[src/rtl/onehot_rr_arbiter_if.sv]
// Grant bus between the round-robin arbiter and its requesters/encoder stage.
// The master side issues grants; the slave side requests and acknowledges.
interface onehot_rr_arbiter_if #(
  parameter int N = 8
);
  logic [N-1:0] req;
  logic [N-1:0] gnt;
  logic         gnt_valid;
  logic         gnt_ack;
  logic         timeout;

  modport master (
    input  req,
    input  gnt_ack,
    output gnt,
    output gnt_valid,
    output timeout
  );

  modport slave (
    output req,
    output gnt_ack,
    input  gnt,
    input  gnt_valid,
    input  timeout
  );
endinterface

[src/rtl/onehot_rr_arbiter.sv]
// Round-robin arbiter issuing a registered one-hot grant, held until acknowledged,
// with an optional watchdog that revokes grants that are never acknowledged.
module onehot_rr_arbiter #(
  parameter int N       = 8,
  parameter int TIMEOUT = 0,
  parameter int TW      = 8
) (
  input  logic                  clk,
  input  logic                  rst,
  onehot_rr_arbiter_if.master   bus
);

  localparam int PW = (N > 1) ? $clog2(N) : 1;
  localparam logic [TW-1:0] TLIMIT = TW'((TIMEOUT > 0) ? TIMEOUT - 1 : 0);

  typedef enum logic {IDLE, GRANT} state_t;

  state_t        state, state_next;
  logic [PW-1:0] ptr, ptr_next;
  logic [N-1:0]  gnt_q, gnt_next;
  logic [TW-1:0] timer, timer_next;
  logic          timeout_q, timeout_next;
  logic [PW-1:0] ptr_after;

  // Lowest rotated offset wins, so scan offsets high-to-low and let later hits overwrite.
  function automatic logic [N-1:0] search(input logic [N-1:0] r, input logic [PW-1:0] p);
    logic [N-1:0] g;
    int           idx;
    g = '0;
    for (int i = N - 1; i >= 0; i--) begin
      idx = (int'(p) + i) % N;
      if (r[idx]) begin
        g      = '0;
        g[idx] = 1'b1;
      end
    end
    return g;
  endfunction

  function automatic logic [PW-1:0] rotate_past(input logic [N-1:0] g);
    int nxt;
    nxt = 0;
    for (int i = 0; i < N; i++) begin
      if (g[i]) nxt = (i + 1) % N;
    end
    return PW'(nxt);
  endfunction

  assign ptr_after = rotate_past(gnt_q);

  always_ff @(posedge clk) begin
    if (rst) begin
      state     <= IDLE;
      ptr       <= '0;
      gnt_q     <= '0;
      timer     <= '0;
      timeout_q <= 1'b0;
    end else begin
      state     <= state_next;
      ptr       <= ptr_next;
      gnt_q     <= gnt_next;
      timer     <= timer_next;
      timeout_q <= timeout_next;
    end
  end

  // On ack, the search restarts just past the granted index, so that requester
  // naturally falls to lowest priority without any extra masking.
  always_comb begin
    state_next   = state;
    ptr_next     = ptr;
    gnt_next     = gnt_q;
    timer_next   = timer;
    timeout_next = 1'b0;
    case (state)
      IDLE: begin
        if (|bus.req) begin
          gnt_next   = search(bus.req, ptr);
          timer_next = '0;
          state_next = GRANT;
        end
      end
      GRANT: begin
        if (bus.gnt_ack) begin
          ptr_next   = ptr_after;
          gnt_next   = search(bus.req, ptr_after);
          timer_next = '0;
          state_next = (|bus.req) ? GRANT : IDLE;
        end else if (TIMEOUT > 0) begin
          if (timer == TLIMIT) begin
            ptr_next     = ptr_after;
            gnt_next     = '0;
            timer_next   = '0;
            timeout_next = 1'b1;
            state_next   = IDLE;
          end else begin
            timer_next = timer + TW'(1);
          end
        end
      end
      default: begin
        state_next = IDLE;
        gnt_next   = '0;
      end
    endcase
  end

  assign bus.gnt       = gnt_q;
  assign bus.gnt_valid = |gnt_q;
  assign bus.timeout   = timeout_q;

endmodule

[src/flat_wrapper.sv]
// flat-port wrapper written by rule: the top's interface ports become plain ports
module onehot_rr_arbiter_flat 
#(
  parameter int N       = 8,
  parameter int TIMEOUT = 0,
  parameter int TW      = 8
)
  (clk, rst, bus_req, bus_gnt_ack, bus_gnt, bus_gnt_valid, bus_timeout);
  onehot_rr_arbiter_if #(.N(N)) bus_i ();
  input  logic clk;
  input  logic rst;
  input wire logic [$bits(bus_i.req)-1:0] bus_req;
  input wire logic [$bits(bus_i.gnt_ack)-1:0] bus_gnt_ack;
  output wire logic [$bits(bus_i.gnt)-1:0] bus_gnt;
  output wire logic [$bits(bus_i.gnt_valid)-1:0] bus_gnt_valid;
  output wire logic [$bits(bus_i.timeout)-1:0] bus_timeout;
  assign bus_i.req = bus_req;
  assign bus_i.gnt_ack = bus_gnt_ack;
  assign bus_gnt = bus_i.gnt;
  assign bus_gnt_valid = bus_i.gnt_valid;
  assign bus_timeout = bus_i.timeout;
  onehot_rr_arbiter #(.N(N), .TIMEOUT(TIMEOUT), .TW(TW)) u_core (.clk(clk), .rst(rst), .bus(bus_i));
endmodule
[config.mk]
export PLATFORM = sky130hd
export DESIGN_NAME = onehot_rr_arbiter_flat
export DESIGN_NICKNAME = d
export VERILOG_FILES = /design/src/rtl/onehot_rr_arbiter_if.sv /design/src/rtl/onehot_rr_arbiter.sv /design/src/flat_wrapper.sv
export SDC_FILE = /design/constraint.sdc
export NUM_CORES = 1
export LEC_CHECK = 0
export BUFFER_PORTS_ARGS = -buffer_cell sky130_fd_sc_hd__clkbuf_2
export CAP_MARGIN = 40
export CORE_MARGIN = 3
export CORE_UTILIZATION = 24
export DETAILED_ROUTE_END_ITERATION = 8
export HOLD_SLACK_MARGIN = 0.1
export PLACE_DENSITY = 0.44
export SYNTH_ARGS = -nofsm -noshare
export SYNTH_HDL_FRONTEND = slang
export SYNTH_SLANG_ARGS = --single-unit
[constraint.sdc]
create_clock -name clk -period 3.47 [get_ports clk]
set_input_delay 0.1735 -clock clk [delete_from_list [all_inputs] [get_ports clk]]
set_output_delay 0.1735 -clock clk [all_outputs]
set_load 0.005 [all_outputs]
==> results of run 1 <==
==> critical path, cell delays in order (launching register included) <==
cell	delay (ns)
dfxtp_1	0.40
o31a_1	0.40
or2_1	0.26
inv_1	0.10
ha_1	0.32
xnor2_4	0.20
mux4_2	0.36
nor2b_1	0.17
a32o_1	0.31
a311o_1	0.36
a221o_1	0.29
==> state kept, by name (all words and copies together), names as in the netlist <==
signal          flops
u_core.ptr          3
u_core.state        1
u_core.bus.gnt      8
==> synthesized netlist by cell type (4+ instances only) <==
cell type,instances,area (um^2)
o31ai_1,7,52.55
inv_1,17,63.81
ha_1,12,150.1
o211ai_1,12,90.09
o21ai_0,25,125.1
o22a_1,4,35.03
o221ai_1,8,70.07
nand2_1,26,97.59
a22oi_1,9,67.56
nand2b_1,6,37.54
mux4_2,15,337.8
nor3_1,25,125.1
o22ai_1,5,31.28
o2111ai_1,5,43.79
dfxtp_1,12,240.2
nor2b_1,9,56.30
nand3_1,23,115.1
buf_2,5,25.02
mux2_2,6,67.56
a31oi_1,4,25.02
nor4_1,4,25.02
and3_1,5,31.28
a2111oi_0,4,35.03
mux2i_1,13,130.1
a21oi_1,47,235.2
and2_1,5,31.28
clkbuf_1,23,86.33
nor2_1,36,135.1
a32o_1,4,40.04
==> per-layer routing <==
layer	GRT usage, %	share of wire, %	routed length, um
met5	0	0	0
met1	26.00	41	6071
met4	9.867	5.3	778
met3	2.258	7.6	1128
met2	31.98	46	6822
==> worst max-delay path by stage <==
stage / from / to / slack, ns
after CTS: u_core.bus.gnt[0]$_SDFFE_PP0P_ / u_core.bus.gnt[3]$_SDFFE_PP0P_ / 0.15
after floorplan: u_core.bus.gnt[5]$_SDFFE_PP0P_ / u_core.bus.gnt[7]$_SDFFE_PP0P_ / 0.01
final: u_core.bus.gnt[4]$_SDFFE_PP0P_ / u_core.bus.gnt[7]$_SDFFE_PP0P_ / 0.18
after global routing: u_core.bus.gnt[1]$_SDFFE_PP0P_ / u_core.bus.gnt[7]$_SDFFE_PP0P_ / 0.01
after global placement: u_core.bus.gnt[0]$_SDFFE_PP0P_ / u_core.bus.gnt[3]$_SDFFE_PP0P_ / 0.09
after detailed placement: u_core.bus.gnt[0]$_SDFFE_PP0P_ / u_core.bus.gnt[3]$_SDFFE_PP0P_ / 0.18
==> kinds of logic after synthesis <==
kind of cell / share of synthesized area, %
AO/OA/AOI/OAI: 37.70
XOR/XNOR: 2.844
adder cells (fa/ha/maj): 4.612
buffers and inverters: 6.571
flip-flops: 7.379
multiplexers: 16.45
other: 0.1152
AND/OR/NAND/NOR: 24.33
==> per-stage QoR <==
| stage | cell area (um^2) | cells | util (%) |
|---|---|---|---|
| floorplan | 3259 | 451 | - |
| global placement | 3732 | 649 | 28.87 |
| detailed placement | 3732 | 649 | 28.87 |
| CTS | 3821 | 653 | 29.56 |
| global route | 3842 | 653 | 29.72 |
| finish | 3842 | 653 | 29.72 |
==> layout by cell type, fill, tap and decap left out, types with 11 or more instances in the layout <==
cell type  count
dfxtp_1       11
clkbuf_2      19
ha_1          11
o211ai_1      12
nand2_1       26
nand3_1       23
inv_1         17
o21ai_0       25
a21oi_1       47
buf_4         40
nor3_1        24
mux4_2        15
mux2i_1       12
nor2_1        36
==> area by class of cell <==
cell class                      instances  share of cell area [%]
Timing Repair Buffer                   59                   10.29
Inverter                               20                   1.986
Clock buffer                            4                   2.312
Multi-Input combinational cell        386                   73.53
Sequential cell                        12                   6.285
Tap cell                              172                   5.601
==> parameters.txt, run 1 <==
Parameter                              Value

Run
  Number of maximum-capacitance constraint violations    0

GRT
  Wire length of the first global-routing pass    between 20 and 25 mm
  Final global-route overflow total    0
  Pin count of the biggest net entering global routing    27
  GR Util All Layers    19.75%
  Vias in the first global route    4001
  Number of antenna violations at the first check in global routing    0

Place
  Post-DP HPWL    11.42 mm
  Worst-case setup slack after placement    ~0.18 ns
  I/O Buffers    19
  Final weighted congestion in routability-driven placement    0.9740

Floorplanning
  I/O pin total    21
  Core Region    0.01293 mm^2
  Die span in x    122.5 um
  Die area    0.01500 mm^2
  Standard-cell row count    roughly 40
  Starting utilization of the core area    25.18%
  Chip height    approximately 120 um

STA
  Max-slew violations    0
  Sum of negative setup slack    0 ns
  Crit path time final    3.285 ns
  Slew @ Worst Pin    roughly 0.7 ns
  Fin Clk Skew    approximately 0.0017 ns
  Count of final hold-check violations    0
  Max Freq    304.4 MHz
  Final setup violation count    0
  RSZ-0062 raised after global routing    false
  Final WS setup    0.1849 ns
  Part of the cycle the worst path needs    between 90% and 100%
  Fin Hold WS    0.2968 ns
  Worst slew slack as a fraction of its limit    a little over half

Setup path
  Worst endpoint required time    ~3.6 ns
  WS Path Type    reg -> reg
  Number of cells on the worst reg-to-reg path    10
  Worst reg2reg setup slack    about 0.18 ns
  Endpoint of the most critical register-to-register path    u_core.bus.gnt[7]$_SDFFE_PP0P_
  Reg2reg start    u_core.bus.gnt[4]$_SDFFE_PP0P_
  CP max FO    7
  Crit end category    register
  Arrival time worst endpoint    3.41 ns
  Nature of the critical path startpoint    register

Yosys
  Number of flops mapped to enable cells by yosys    0
  YS warnings    0
  Average instance area after synthesis    7.219 um^2
  Share of synthesized flip-flops with an asynchronous set or reset    0%
  Synthesis-stage register bit count    12
  Syn Inst Count    451
  Sequential-to-total area share from yosys stat    under 10%
  Synthesized net count    474
  Number of different library cells in the post-synthesis netlist    73
  Top_reg_cell synth    dfxtp_1
  Cell area after synthesis    around 0.0033 mm^2

Clocking
  Clock-pin transition on the worst setup and hold timing paths    0.05 ns
  Hold buffer count at CTS    0
  TritonCTS Buffers    3
  Clock Sinks    12
  Clock Root Buffer    clkbuf_16
  Post-CTS repair timing setup buffer count    0
  Gates resized, CTS repair    0
  Max Buffers Root-to-Sink    2
  Clock tree from TritonCTS    yes
  Worst skew pair latency    0.24 ns
  H-tree depth    1

Drt
  Antenna violation net count after detailed routing    0
  DRC violations left    0
  Number of detailed-routing iterations run before antenna repair    6
  Total via count in the routed design    4097
  Post-DR vias/cell    6.274
  Wire length per cell after detailed routing    between 20 and 25 um
  Wire length after detailed routing    14.80 mm
  1st-iter DRT viols    roughly 820

Status
  Status    finished clean

Final layout
  Fraction of final layout cells sized beyond drive strength 1    21.83%
  FILL cells    1458
  Sequential Area    between 200 and 250 um^2
  Number of diodes    0
  Total area of multi-input combinational cells    about 0.0028 mm^2
  Layout Area Growth over Synthesis    18.02%
  Number of nets in the layout    505

Hold path
  Worst-case hold path end point    u_core.state$_SDFF_PP0_
  Depth of the worst hold-timing path    2
  Hold crit path type    in -> reg
  Worst Min Path Start    rst
Power of run 1 is left out: the tool's default activity adds up to more than one toggle a clock period on the data nets, which glitch-free logic cannot reach.
==> run 2, diff against run 1 <==
--- a/config.mk
+++ b/config.mk
@@ -11,7 +11,8 @@
 export CORE_UTILIZATION = 24
 export DETAILED_ROUTE_END_ITERATION = 8
 export HOLD_SLACK_MARGIN = 0.1
-export PLACE_DENSITY = 0.44
+export PLACE_DENSITY = 0.43
+export SLEW_MARGIN = 25
 export SYNTH_ARGS = -nofsm -noshare
 export SYNTH_HDL_FRONTEND = slang
 export SYNTH_SLANG_ARGS = --single-unit
==> constraint.sdc (replaced) <==
create_clock -name clk -period 3.3 [get_ports clk]
set_input_delay 0.165 -clock clk [delete_from_list [all_inputs] [get_ports clk]]
set_output_delay 0.165 -clock clk [all_outputs]
set_load 0.005 [all_outputs]
==> run 2 against run 1 <==
Sequential share of layout area down 0.24 points. Routed wire length up 1.9%. Flip-flop and latch count unchanged. Via count about the same. Critical path depth up 2. Maximum frequency up 3.4%. Count of clock-buffer cells in the layout unchanged. Non-clock buffer count up 12. Cell area up 4.0%. Highest routed layer unchanged.
==> parameters.txt, run 2 (same netlist as run 1, synthesis figures left out) <==
Parameter                              Value

Status
  Status    finished clean

Drt
  Wire length per cell after detailed routing    22.68 um (about the same)
  Number of detailed-routing iterations run before antenna repair    7 (+1)
  Post-DR vias/cell    6.162 (-1.8%)
  DRC violations left    0 (unchanged)
  Total via count in the routed design    4098 (+0.024%)
  1st-iter DRT viols    633 (-23%)
  Wire length after detailed routing    15.08 mm (+1.9%)
  Antenna violation net count after detailed routing    0 (unchanged)

STA
  Fin Clk Skew    0.001200 ns (-0.0004966 ns)
  Final setup violation count    0 (unchanged)
  Count of final hold-check violations    0 (unchanged)
  RSZ-0062 raised after global routing    false
  Crit path time final    3.177 ns (-0.1083 ns)
  Slew @ Worst Pin    0.6443 ns (-0.04509 ns)
  Sum of negative setup slack    0 ns (unchanged)
  Max Freq    314.8 MHz (+3.4%)
  Part of the cycle the worst path needs    96.27% (+1.6 points)
  Worst slew slack as a fraction of its limit    56.59% (+2.9 points)
  Max-slew violations    0 (unchanged)

GRT
  Final global-route overflow total    0 (unchanged)
  GR Util All Layers    19.90% (+0.14 points)
  Wire length of the first global-routing pass    23.13 mm (-0.18%)
  Pin count of the biggest net entering global routing    27 (unchanged)
  Number of antenna violations at the first check in global routing    0 (unchanged)
  Vias in the first global route    4055 (+1.3%)

Clocking
  TritonCTS Buffers    3 (unchanged)
  Clock-pin transition on the worst setup and hold timing paths    0.05 ns (about the same)
  Post-CTS repair timing setup buffer count    0 (unchanged)
  Clock tree from TritonCTS    yes
  Max Buffers Root-to-Sink    2 (unchanged)
  Worst skew pair latency    0.24 ns (about the same)
  Clock Root Buffer    clkbuf_16
  Clock Sinks    12 (unchanged)
  H-tree depth    1 (unchanged)
  Hold buffer count at CTS    0 (unchanged)

Floorplanning
  Die span in x    122.5 um (unchanged)
  Chip height    122.5 um (unchanged)
  Standard-cell row count    41 (unchanged)
  Die area    0.01500 mm^2 (unchanged)
  I/O pin total    21 (unchanged)
  Core Region    0.01293 mm^2 (unchanged)
  Starting utilization of the core area    25.18% (unchanged)

Setup path
  Worst reg2reg setup slack    0.12 ns (-0.06 ns)
  Nature of the critical path startpoint    register
  Maximum single-stage delay on the critical path    0.39 ns (about the same)
  Reg2reg start    u_core.ptr[1]$_SDFFE_PP0P_
  Crit end category    register
  WS Path Type    reg -> reg
  Worst endpoint required time    3.48 ns (-0.12 ns)
  Worst path cell trace    inv_1, ha_2, buf_4, mux4_2, mux2_2, nand2_1, o221ai_1, a211o_1, a31oi_1, a2111oi_2, buf_4, a21oi_1
  Arrival time worst endpoint    3.35 ns (-0.06 ns)
  CP max FO    9 (+2)
  Cell mode on critical path    buf_4
  Cell at the slowest stage of the critical path    ha_2
  Setup crit start    u_core.ptr[1]$_SDFFE_PP0P_

Final layout
  Layout Area Growth over Synthesis    22.79%
  Flip-flop count of the largest register after layout    8 (unchanged)
  Number of standard cells in the layout, taps in and fillers out    665 (+1.8%)
  Most common cell after layout, fill and taps aside    buf_4
  FILL cells    1413 (-3.1%)
  Number of nets in the layout    517 (+2.4%)
  Fraction of final layout cells sized beyond drive strength 1    25.56% (+3.7 points)
  Number of diodes    0 (unchanged)
  Most used cells in the layout excluding fill and tap cells    buf_4, a21oi_1, nor2_1

Hold path
  Worst Min Path Start    bus_gnt_ack
  Hold crit path type    in -> reg

Run
  Number of maximum-capacitance constraint violations    0 (unchanged)

Place
  Placed instance count    661 (+1.8%)
  Post-DP HPWL    11.74 mm (+2.8%)
  I/O Buffers    19 (unchanged)
  Final weighted congestion in routability-driven placement    0.9407 (-3.4%)
run 2: timing repair:
item	in CTS	in global routing
setup endpoints to repair	1	6
cloned	0	0
pin swaps	0	0
gates resized for setup	1	16
run 2: cell type report:
class | instances | area, um^2 | area share, %
clock buffers | 4 | 88.84 | 2.222
inverters | 20 | 76.32 | 1.909
multi-input cells | 386 | 2878 | 71.99
flip-flops and latches | 12 | 241.5 | 6.041
well taps | 172 | 215.2 | 5.383
repair buffers | 71 | 498.0 | 12.46
run 2: worst max-delay path, delay by kind of cell (launching register included):
kind            cells  cell delay, ns
fa+ha+maj           1            0.39
compound gates      5            1.07
mux                 2            0.71
simple gates        1            0.18
buf+inv             3            0.42
flops               1            0.32
run 2: stage by stage:
step                      hold slack (ns)  utilization (%)  area (um^2)  setup WS (ns)
after detailed placement           0.5340            29.67         3836       -0.05415
after CTS                          0.2772            30.37         3926       0.008532
after floorplan                    0.3282                -         3262        0.02341
final                              0.2787            30.92         3998         0.1232
after global placement             0.5291            29.67         3836       -0.01800
after global routing               0.2879            30.92         3998        0.01117
run 2: final timing paths:
path | end | cells past startpoint
min reg2reg | u_core.ptr[0]$_SDFFE_PP0P_ | 3
max | u_core.bus.gnt[4]$_SDFFE_PP0P_ | 12
min | u_core.ptr[2]$_SDFFE_PP0P_ | 3
max reg2reg | u_core.bus.gnt[4]$_SDFFE_PP0P_ | 12
run 2: per-layer routing:
layer | global-route usage, % | wire length (um) | up-vias | part of all wire, %
li1 | - | - | 1858 | -
met1 | 24.93 | 6196 | 1956 | 41
met2 | 33.46 | 7229 | 218 | 48
met3 | 3.687 | 987 | 66 | 6.5
met4 | 8.397 | 666 | 0 | 4.4
met5 | 0 | 0 | - | 0
Power of run 2 is left out for the same reason.
